===== src/rtl/systolic_tile_scheduler.sv =====
// -----------------------------------------------------------------------------
// systolic_tile_scheduler
//
// Purpose:
//   Breaks one (8*M_TILES) x K x (8*N_TILES) matrix multiply into a row-major
//   sequence of 8x8 output tiles. Each tile is issued to the single-tile
//   systolic core, and the scheduler waits for its response before it issues
//   the next one. A single job response reports the tile count. A job with any
//   zero dimension gets an error response and issues no tiles.
//
// Ports:
//   clock, reset              single clock, synchronous active-high reset
//   job_*                     host job command (valid/ready + operands)
//   job_resp_*                job completion (valid/ready, tile count, error)
//   tile_cmd_*                per-tile command to the core (valid/ready)
//   tile_resp_valid/ready     per-tile completion from the core
// -----------------------------------------------------------------------------
module systolic_tile_scheduler #(
  parameter int ADDR_W     = 64,
  parameter int DIM_W      = 20,
  parameter int TCNT_W     = 16,
  parameter int ROW_BYTES  = 16,
  parameter int TILE_BYTES = 128
) (
  input  logic                  clock,
  input  logic                  reset,
  input  logic                  job_valid,
  output logic                  job_ready,
  input  logic [ADDR_W-1:0]     job_act_base,
  input  logic [ADDR_W-1:0]     job_wgt_base,
  input  logic [ADDR_W-1:0]     job_out_base,
  input  logic [DIM_W-1:0]      job_inner_dimension,
  input  logic [TCNT_W-1:0]     job_m_tiles,
  input  logic [TCNT_W-1:0]     job_n_tiles,
  output logic                  job_resp_valid,
  input  logic                  job_resp_ready,
  output logic [2*TCNT_W-1:0]   job_resp_tiles,
  output logic                  job_resp_err,
  output logic                  tile_cmd_valid,
  input  logic                  tile_cmd_ready,
  output logic [ADDR_W-1:0]     tile_cmd_act_addr,
  output logic [ADDR_W-1:0]     tile_cmd_wgt_addr,
  output logic [ADDR_W-1:0]     tile_cmd_out_addr,
  output logic [DIM_W-1:0]      tile_cmd_inner_dimension,
  input  logic                  tile_resp_valid,
  output logic                  tile_resp_ready
);

  // ROW_BYTES is a power of two, so the K-step stride is a plain shift.
  localparam int ROW_SHIFT = $clog2(ROW_BYTES);
  localparam logic [TCNT_W-1:0] CNT_ONE = TCNT_W'(1);
  localparam logic [ADDR_W-1:0] TILE_STEP = ADDR_W'(TILE_BYTES);

  typedef enum logic [1:0] {IDLE, ISSUE, WAIT, DONE} state_t;

  state_t                state_reg, state_next;
  logic [ADDR_W-1:0]     act_ptr_reg, act_ptr_next;
  logic [ADDR_W-1:0]     wgt_ptr_reg, wgt_ptr_next;
  logic [ADDR_W-1:0]     out_ptr_reg, out_ptr_next;
  logic [ADDR_W-1:0]     wgt_base_reg, wgt_base_next;
  logic [ADDR_W-1:0]     act_stride_reg, act_stride_next;
  logic [ADDR_W-1:0]     wgt_stride_reg, wgt_stride_next;
  logic [DIM_W-1:0]      k_reg, k_next;
  logic [TCNT_W-1:0]     m_reg, m_next;
  logic [TCNT_W-1:0]     n_reg, n_next;
  logic [TCNT_W-1:0]     i_reg, i_next;
  logic [TCNT_W-1:0]     j_reg, j_next;
  logic [2*TCNT_W-1:0]   done_cnt_reg, done_cnt_next;
  logic                  err_reg, err_next;

  logic [ADDR_W-1:0]     job_stride;
  logic                  job_zero;
  logic                  last_col;
  logic                  last_tile;

  assign job_stride = ADDR_W'(job_inner_dimension) << ROW_SHIFT;
  assign job_zero   = (job_m_tiles == '0) || (job_n_tiles == '0) ||
                      (job_inner_dimension == '0);
  assign last_col   = (j_reg == n_reg - CNT_ONE);
  assign last_tile  = last_col && (i_reg == m_reg - CNT_ONE);

  always_ff @(posedge clock) begin
    if (reset) begin
      state_reg      <= IDLE;
      act_ptr_reg    <= '0;
      wgt_ptr_reg    <= '0;
      out_ptr_reg    <= '0;
      wgt_base_reg   <= '0;
      act_stride_reg <= '0;
      wgt_stride_reg <= '0;
      k_reg          <= '0;
      m_reg          <= '0;
      n_reg          <= '0;
      i_reg          <= '0;
      j_reg          <= '0;
      done_cnt_reg   <= '0;
      err_reg        <= 1'b0;
    end else begin
      state_reg      <= state_next;
      act_ptr_reg    <= act_ptr_next;
      wgt_ptr_reg    <= wgt_ptr_next;
      out_ptr_reg    <= out_ptr_next;
      wgt_base_reg   <= wgt_base_next;
      act_stride_reg <= act_stride_next;
      wgt_stride_reg <= wgt_stride_next;
      k_reg          <= k_next;
      m_reg          <= m_next;
      n_reg          <= n_next;
      i_reg          <= i_next;
      j_reg          <= j_next;
      done_cnt_reg   <= done_cnt_next;
      err_reg        <= err_next;
    end
  end

  always_comb begin
    state_next      = state_reg;
    act_ptr_next    = act_ptr_reg;
    wgt_ptr_next    = wgt_ptr_reg;
    out_ptr_next    = out_ptr_reg;
    wgt_base_next   = wgt_base_reg;
    act_stride_next = act_stride_reg;
    wgt_stride_next = wgt_stride_reg;
    k_next          = k_reg;
    m_next          = m_reg;
    n_next          = n_reg;
    i_next          = i_reg;
    j_next          = j_reg;
    done_cnt_next   = done_cnt_reg;
    err_next        = err_reg;

    job_ready       = 1'b0;
    tile_cmd_valid  = 1'b0;
    tile_resp_ready = 1'b0;
    job_resp_valid  = 1'b0;

    case (state_reg)
      IDLE: begin
        job_ready = 1'b1;
        if (job_valid) begin
          act_ptr_next    = job_act_base;
          wgt_ptr_next    = job_wgt_base;
          out_ptr_next    = job_out_base;
          wgt_base_next   = job_wgt_base;
          act_stride_next = job_stride;
          wgt_stride_next = job_stride;
          k_next          = job_inner_dimension;
          m_next          = job_m_tiles;
          n_next          = job_n_tiles;
          i_next          = '0;
          j_next          = '0;
          done_cnt_next   = '0;
          err_next        = job_zero;
          state_next      = job_zero ? DONE : ISSUE;
        end
      end

      ISSUE: begin
        tile_cmd_valid = 1'b1;
        if (tile_cmd_ready) state_next = WAIT;
      end

      WAIT: begin
        tile_resp_ready = 1'b1;
        if (tile_resp_valid) begin
          done_cnt_next = done_cnt_reg + 1'b1;
          out_ptr_next  = out_ptr_reg + TILE_STEP;
          if (last_col) begin
            // End of a tile row: next activation slice, weights restart.
            j_next       = '0;
            i_next       = i_reg + CNT_ONE;
            act_ptr_next = act_ptr_reg + act_stride_reg;
            wgt_ptr_next = wgt_base_reg;
          end else begin
            j_next       = j_reg + CNT_ONE;
            wgt_ptr_next = wgt_ptr_reg + wgt_stride_reg;
          end
          state_next = last_tile ? DONE : ISSUE;
        end
      end

      DONE: begin
        job_resp_valid = 1'b1;
        if (job_resp_ready) state_next = IDLE;
      end

      default: state_next = IDLE;
    endcase
  end

  assign tile_cmd_act_addr        = act_ptr_reg;
  assign tile_cmd_wgt_addr        = wgt_ptr_reg;
  assign tile_cmd_out_addr        = out_ptr_reg;
  assign tile_cmd_inner_dimension = k_reg;
  assign job_resp_tiles           = done_cnt_reg;
  assign job_resp_err             = err_reg;

endmodule


===== config.mk =====
export PLATFORM = sky130hd
export DESIGN_NAME = systolic_tile_scheduler
export DESIGN_NICKNAME = d
export VERILOG_FILES = /design/src/rtl/systolic_tile_scheduler.sv
export SDC_FILE = /design/constraint.sdc
export NUM_CORES = 1
export LEC_CHECK = 0
export ABC_AREA = 1
export CAP_MARGIN = 20
export CELL_PAD_IN_SITES_DETAIL_PLACEMENT = 1
export CELL_PAD_IN_SITES_GLOBAL_PLACEMENT = 1
export CORE_ASPECT_RATIO = 1.1
export CORE_MARGIN = 2
export CORE_UTILIZATION = 39
export CTS_BUF_LIST = sky130_fd_sc_hd__clkbuf_16
export DETAILED_ROUTE_END_ITERATION = 8
export HOLD_SLACK_MARGIN = 0.05
export PLACE_DENSITY = 0.95
export SLEW_MARGIN = 20
export SYNTH_ARGS = -nofsm -noshare
export SYNTH_HDL_FRONTEND = slang
export SYNTH_SLANG_ARGS = --single-unit

===== constraint.sdc =====
create_clock -name clock -period 6.2 [get_ports clock]
set_input_delay 0.93 -clock clock [delete_from_list [all_inputs] [get_ports clock]]
set_output_delay 0.93 -clock clock [all_outputs]
set_load 0.01 [all_outputs]

==> results of run 1 <==
-- synthesized netlist by cell type, types with 3 or more instances --
| cell type | instances |
|---|---|
| nand2_2 | 8 |
| buf_2 | 26 |
| and2_1 | 3 |
| o211ai_1 | 10 |
| inv_1 | 570 |
| nor4_1 | 28 |
| a211oi_1 | 5 |
| dfxtp_1 | 375 |
| nand4_1 | 93 |
| buf_6 | 4 |
| o21bai_1 | 17 |
| nor2_4 | 7 |
| nand2_1 | 1359 |
| or2_2 | 23 |
| clkbuf_1 | 136 |
| xnor2_1 | 23 |
| nor2_1 | 460 |
| nand2_4 | 3 |
| nor2_2 | 5 |
| a311oi_1 | 3 |
| o22ai_1 | 15 |
| a31oi_1 | 4 |
| o21ai_0 | 374 |
| a21oi_1 | 255 |
| a21boi_0 | 4 |
| nand3b_1 | 35 |
| ha_1 | 46 |
| and3_1 | 3 |
| inv_2 | 6 |
| buf_1 | 11 |
| xor2_1 | 68 |
| nor3_1 | 105 |
| nand3_1 | 388 |
-- worst min path at each step --
stage | startpoint | to | slack [ns] | cells past startpoint
floorplan | wgt_base_reg[53] | wgt_base_reg[53] | 0.43 | 2
detailed placement | wgt_base_reg[52] | wgt_base_reg[52] | 0.45 | 2
global route | wgt_base_reg[53] | wgt_base_reg[53] | 0.50 | 2
CTS | wgt_base_reg[52] | wgt_base_reg[52] | 0.46 | 2
global placement | wgt_base_reg[52] | wgt_base_reg[52] | 0.44 | 2
finish | wgt_base_reg[34] | wgt_base_reg[34] | 0.47 | 2
-- placed cells by master, fill, tap and decap left out, types with 8 or more instances in the layout --
| cell | Yosys | layout |
|---|---|---|
| o22ai_1 | 15 | 15 |
| or2_2 | 23 | 23 |
| o211ai_1 | 10 | 10 |
| nor2_1 | 460 | 459 |
| inv_1 | 570 | 583 |
| xnor2_1 | 23 | 23 |
| nand3_1 | 388 | 388 |
| o21bai_1 | 17 | 17 |
| o21ai_0 | 374 | 374 |
| nor4_1 | 28 | 28 |
| clkdlybuf4s50_1 | 0 | 497 |
| nor3_1 | 105 | 105 |
| nand4_1 | 93 | 93 |
| nor2_4 | 7 | 8 |
| buf_4 | 2 | 20 |
| clkbuf_16 | 0 | 48 |
| nand3b_1 | 35 | 35 |
| xor2_1 | 68 | 68 |
| ha_1 | 46 | 46 |
| nand2_1 | 1359 | 1357 |
| dfxtp_1 | 375 | 375 |
| nand2_2 | 8 | 8 |
| clkinv_1 | 0 | 9 |
| a21oi_1 | 255 | 255 |
-- cells by family (layout without fill, tap and decap cells) --
kind of cell	after synthesis	after routing	share of synthesized area
and+or+nand+nor	2529	2529	0.410
AOI/OAI and AO/OA	701	701	0.140
other	0	1	0
adders and majority gates	48	48	0.0234
xor gates and xnor gates	91	91	0.0303
buffers and inverters	756	1178	0.111
DFF	375	375	0.285
-- cell type report --
type / count / area (um^2)
Inverter: 576 / 2170
Tap cell: 858 / 1070
Clock buffer: 48 / 1200
Timing Repair Buffer: 518 / 5150
Multi-Input combinational cell: 3369 / 15900
Sequential cell: 375 / 7510
Fill cell: 9070 / 33200
Antenna cell: 1 / 2.50
Clock inverter: 36 / 250
-- worst reg2reg max path: stages (launching register included) --
cell,delay (ns)
dfxtp_1,0.33
inv_2,0.15
ha_1,0.32
nand2_4,0.12
nor2_1,0.20
nand2_1,0.08
nand2_1,0.07
nand2_1,0.09
nand2_1,0.20
nor2_8,0.09
nand2_4,0.40
nand2_8,0.30
nand2_2,0.74
buf_4,0.55
nand2_1,0.18
a21oi_1,0.19
-- routing by layer --
layer | routed length, um | track usage
met5 | 54 | 0
met4 | 6710 | 0.176
met3 | 7970 | 0.0647
met2 | 59900 | 0.603
met1 | 48000 | 0.387
-- power by group --
group | internal (mW) | switching, mW
combinational | 1.61 | 2.68
sequential | 2.85 | 0.736
clock | 1.52 | 1.16
total | 5.99 | 4.57
==> run_results.csv, run 1 <==
group,metric,value,unit
floorplan,rows,99,
place,portBuffers,498,
run_status,status,"completed",
clock_network,cts_resized,0,
global_route,grt_start_max_net_pins,112,
global_route,antenna_found_initial,6,
floorplan,pin_count,499,
sta,fin_crit_sh,0.666,
drt,num_vias,32295,
worst_setup_path,regToRegEndpoint,"i_reg[5]",
worst_hold_path,min_path_type,"reg2reg",
sta,drv_slew,0,
flow_run,drv_cap,0,
yosys,synth.top_cell.area_share,0.285,
sta,setup_viol,0,
clock_network,clock_latency,0.61,ns
worst_setup_path,cp-end-kind,"flop",
yosys,synth_area,26300,um^2
layout,finalCoreUtilization,0.500,
clock_network,cts_root_buffer,"clkbuf_16",
place,post-place-ws,1.82,ns
drt,drtPass1Iterations,6,
clock_network,tritoncts,"done",
layout,stdcell_area,33300,um^2
worst_setup_path,crit_path_end,"i_reg[5]",
layout,drive_gt1_frac,0.0299,
global_route,grtUsageTotal,0.341,
yosys,synthTopCellsByArea,"dfxtp_1, nand2_1, inv_1, nand3_1, o21ai_0",
clock_network,cts_buffer_depth,3,
clock_network,numClockSinks,375,
floorplan,coreArea,66500,um^2
clock_network,postCtsSetupRepairBufs,0,
yosys,synth_top_area_cell,"dfxtp_1",
worst_setup_path,cpMostUsedCell,"nand2_1",
worst_setup_path,cp.depth,15,
worst_setup_path,r2r-start,"n_reg[0]",
drt,vias_per_cell,5.59,
yosys,synth_edf_count,0,
pwr,p_total,10.6,mW
place,place.gp.congestion,0.985,
yosys,postSynthAreaPerCell,5.85,um^2
global_route,overflow,0,
floorplan,initial_utilization,0.396,
place,dp_hpwl,92.5,mm
floorplan,die_h,276,um
worst_setup_path,slowest_delay,0.72,ns
worst_setup_path,crit_type,"reg2reg",
yosys,ys_types,53,
floorplan,die_area,69600,um^2
clock_network,h-tree-depth,2,
drt,antenna_left,0,
worst_setup_path,crit_path_cell_trace,"inv_2 -> ha_1 -> nand2_4 -> nor2_1 -> nand2_1 -> nand2_1 -> nand2_1 -> nand2_1 -> nor2_8 -> nand2_4 -> nand2_8 -> nand2_2 -> buf_4 -> nand2_1 -> a21oi_1",
sta,min_period,4.13,ns
sta,skew,0.0264,ns
sta,hold_viol_final,0,
worst_setup_path,crit_buf_inv,2,
global_route,grt_pass1_wl,188,mm
worst_setup_path,crit_path_top_delay_cell,"nand2_2",
sta,rsz0062_at_grt,"no",
yosys,synth_seq_cells,375,
yosys,syn_nets,4798,
worst_setup_path,cp-start-kind,"flop",
sta,relSlewSlack,0.253,
place,dpl_cell_area,31800,um^2
drt,route.detailed.drc,0,
sta,fmax,242,MHz
drt,drt_iter0_drc,1960,
floorplan,die_w,252,um
layout,nets,5185,
worst_setup_path,critPathArrivalTime,4.63,ns
yosys,yosysWarnings,0,
drt,routed_wl,123,mm
worst_setup_path,reg2regPathDepth,15,
place,dp.cells,5695,
worst_setup_path,ff2ff_setup_slack,2.07,ns
sta,final.setup.tns,0,ns
pwr,p_per_area,317,nW/um^2
layout,syn_to_final_growth,26.5,%
clock_network,clk_pin_slew_worst_paths,0.06,ns
yosys,synth-seq-area-share,0.285,
drt,post_drt_wl_per_cell,21.2,um
worst_setup_path,worstPathMaxFanout,42,
worst_setup_path,worstSetupStartpoint,"n_reg[0]",
yosys,synth_flop_cell,"dfxtp_1",
global_route,grt_pass1_vias,33463,
sta,whs,0.466,ns
yosys,async_reset_ff_frac,0,
worst_setup_path,cp.required,6.70,ns
clock_network,cts_buffers,47,
sta,fin_ws,2.07,ns
clock_network,cts_hold_buf,0,
yosys,synthCells,4500,
worst_setup_path,crit_family,"simple AND/OR/NAND/NOR gates",
pwr,p_leak,14.4,nW
pwr,ir_drop,0.190,mV
layout,fin_cells,5781,
sta,tightest_slew,1.12,ns
(Power assumes the default switching activity.)
==> inputs of run 2 (changes only) <==
--- a/config.mk
+++ b/config.mk
@@ -11,11 +11,11 @@
 export CELL_PAD_IN_SITES_GLOBAL_PLACEMENT = 1
 export CORE_ASPECT_RATIO = 1.1
 export CORE_MARGIN = 2
-export CORE_UTILIZATION = 39
+export CORE_UTILIZATION = 36
 export CTS_BUF_LIST = sky130_fd_sc_hd__clkbuf_16
 export DETAILED_ROUTE_END_ITERATION = 8
 export HOLD_SLACK_MARGIN = 0.05
-export PLACE_DENSITY = 0.95
+export PLACE_DENSITY = 0.92
 export SLEW_MARGIN = 20
 export SYNTH_ARGS = -nofsm -noshare
 export SYNTH_HDL_FRONTEND = slang
==> constraint.sdc (replaced) <==
create_clock -name clock -period 3.8 [get_ports clock]
set_input_delay 0.57 -clock clock [delete_from_list [all_inputs] [get_ports clock]]
set_output_delay 0.57 -clock clock [all_outputs]
set_load 0.01 [all_outputs]
==> run_results.csv, run 2 (synthesis gave the netlist of run 1 again) <==
group,metric,value,unit
clock_network,cts_resized,0,
layout,multi_input_area,15900,um^2
layout,nets,5195,
sta,setup_viol,0,
clock_network,numClockSinks,375,
clock_network,cts_buffers,46,
layout,fin_cells,5878,
clock_network,tritoncts,"done",
worst_setup_path,worstPathMaxFanout,83,
drt,drt_iter0_drc,1919,
place,dpl_cell_area,32000,um^2
floorplan,pin_count,499,
global_route,overflow,0,
layout,drive_gt1_frac,0.0326,
global_route,grtUsageTotal,0.315,
sta,min_period,3.24,ns
sta,fin_crit_sh,0.852,
drt,drtPass1Iterations,5,
floorplan,coreArea,72000,um^2
global_route,grt_pass1_vias,32927,
pwr,p_per_area,513,nW/um^2
sta,fmax,309,MHz
global_route,antenna_found_initial,10,
global_route,grt_start_max_net_pins,203,
layout,seq_area,7510,um^2
sta,drv_slew,0,
worst_setup_path,r2r-start,"n_reg[0]",
worst_setup_path,reg2regPathDepth,15,
sta,skew,0.0296,ns
drt,routed_wl,122,mm
clock_network,cts_buffer_depth,3,
worst_hold_path,hold_path_depth,2,
drt,post_drt_wl_per_cell,20.8,um
worst_setup_path,cp.required,4.31,ns
sta,rsz0062_at_grt,"no",
pwr,ir_drop,0.406,mV
sta,fin_ws,0.563,ns
sta,relSlewSlack,0.330,
layout,final_cell_mix,"nand2_1, inv_1, clkdlybuf4s50_1, nor2_1, nand3_1",
layout,fillers,9723,
layout,finalCoreUtilization,0.464,
layout,stdcell_area,33500,um^2
drt,route.detailed.drc,0,
clock_network,h-tree-depth,2,
drt,num_vias,32025,
pwr,p_leak,14.5,nW
worst_setup_path,regToRegEndpoint,"tile_cmd_act_addr[55]",
clock_network,clk_pin_slew_worst_paths,0.06,ns
sta,hold_viol_final,0,
drt,antenna_left,0,
place,place.gp.congestion,0.985,
worst_setup_path,crit_type,"reg2reg",
floorplan,die_h,288,um
clock_network,cts_hold_buf,0,
global_route,grt_pass1_wl,186,mm
worst_hold_path,min_path_type,"reg2reg",
layout,final_common_cell,"nand2_1",
worst_hold_path,min_from,"wgt_base_reg[44]",
place,post-place-ws,0.655,ns
sta,final.setup.tns,0,ns
layout,num_antenna_cells,0,
sta,tightest_slew,1.00,ns
worst_setup_path,cp-end-kind,"flop",
drt,vias_per_cell,5.45,
place,dp_hpwl,93.4,mm
flow_run,drv_cap,0,
floorplan,rows,103,
floorplan,initial_utilization,0.365,
place,dp.cells,5794,
place,portBuffers,498,
worst_hold_path,min_to,"wgt_base_reg[44]",
clock_network,postCtsSetupRepairBufs,0,
floorplan,die_w,262,um
floorplan,die_area,75300,um^2
worst_setup_path,critPathArrivalTime,3.75,ns
clock_network,cts_root_buffer,"clkbuf_16",
worst_setup_path,cp-start-kind,"flop",
worst_setup_path,ff2ff_setup_slack,0.56,ns
run_status,status,"completed",
layout,syn_to_final_growth,27.2,%
clock_network,clock_latency,0.60,ns
## run 2: changes by cell type in the layout (fill, tap and decap cells not counted), sizes merged
cell,delta
inv,-3
buf,+11
clkinv,+5
diode,-1
clkbuf,-1
bufinv,-1
## run 2: metrics by stage
step | power (mW) | hold slack (ns)
3_3_place_gp | 12.6 | 0.440
3_5_place_dp | 12.8 | 0.447
4_1_cts | 17.2 | 0.462
5_1_grt | 18.1 | 0.494
6_report | 17.2 | 0.464
2_1_floorplan | 9.51 | 0.429
## run 2: worst max-delay path by stage
stage / start / to / slack, ns / depth (start not counted)
3_3_place_gp: tile_cmd_inner_dimension[0] / tile_cmd_act_addr[26] / 0.77 / 13
2_1_floorplan: n_reg[0] / tile_cmd_wgt_addr[0] / 1.56 / 17
6_report: n_reg[0] / tile_cmd_act_addr[55] / 0.56 / 15
5_1_grt: n_reg[0] / tile_cmd_act_addr[17] / 0.29 / 15
3_5_place_dp: n_reg[0] / tile_cmd_act_addr[17] / 0.66 / 15
4_1_cts: n_reg[0] / tile_cmd_act_addr[55] / 0.58 / 15
## run 2: layout make-up
cell class                 count  share of cell area
inverter                     576              0.0648
sequential                   375               0.224
clock inverter                37             0.00699
tap                          945              0.0353
timing repair buffer         529               0.157
multi-input combinational   3369               0.476
clock buffer                  47              0.0352
## run 2: worst max-delay path: stages, from the launching register on
cell     delay, ns
dfxtp_1       0.33
inv_2         0.16
ha_1          0.31
nand2_4       0.12
nor2_1        0.17
nand2_1       0.08
nand2_1       0.06
nand2_1       0.07
nand2_1       0.20
nor2_8        0.08
nand2_4       0.11
nand2_8       0.18
nand2_2       0.12
buf_4         0.71
nand2_1       0.16
a21oi_1       0.23
## run 2: power breakdown
part | leakage, nW | switching [mW] | internal [mW]
registers | 3.08 | 1.16 | 4.65
logic | 10.7 | 4.40 | 2.67
clock network | 0.733 | 1.89 | 2.38
## run 2: routing by layer
| layer | vias to the layer above | share of wire | GRT usage |
|---|---|---|---|
| li1 | 15288 | - | - |
| met1 | 15386 | 0.40 | 0.362 |
| met2 | 1021 | 0.48 | 0.554 |
| met3 | 312 | 0.064 | 0.0564 |
| met4 | 18 | 0.056 | 0.163 |
| met5 | - | 0.0010 | 0 |
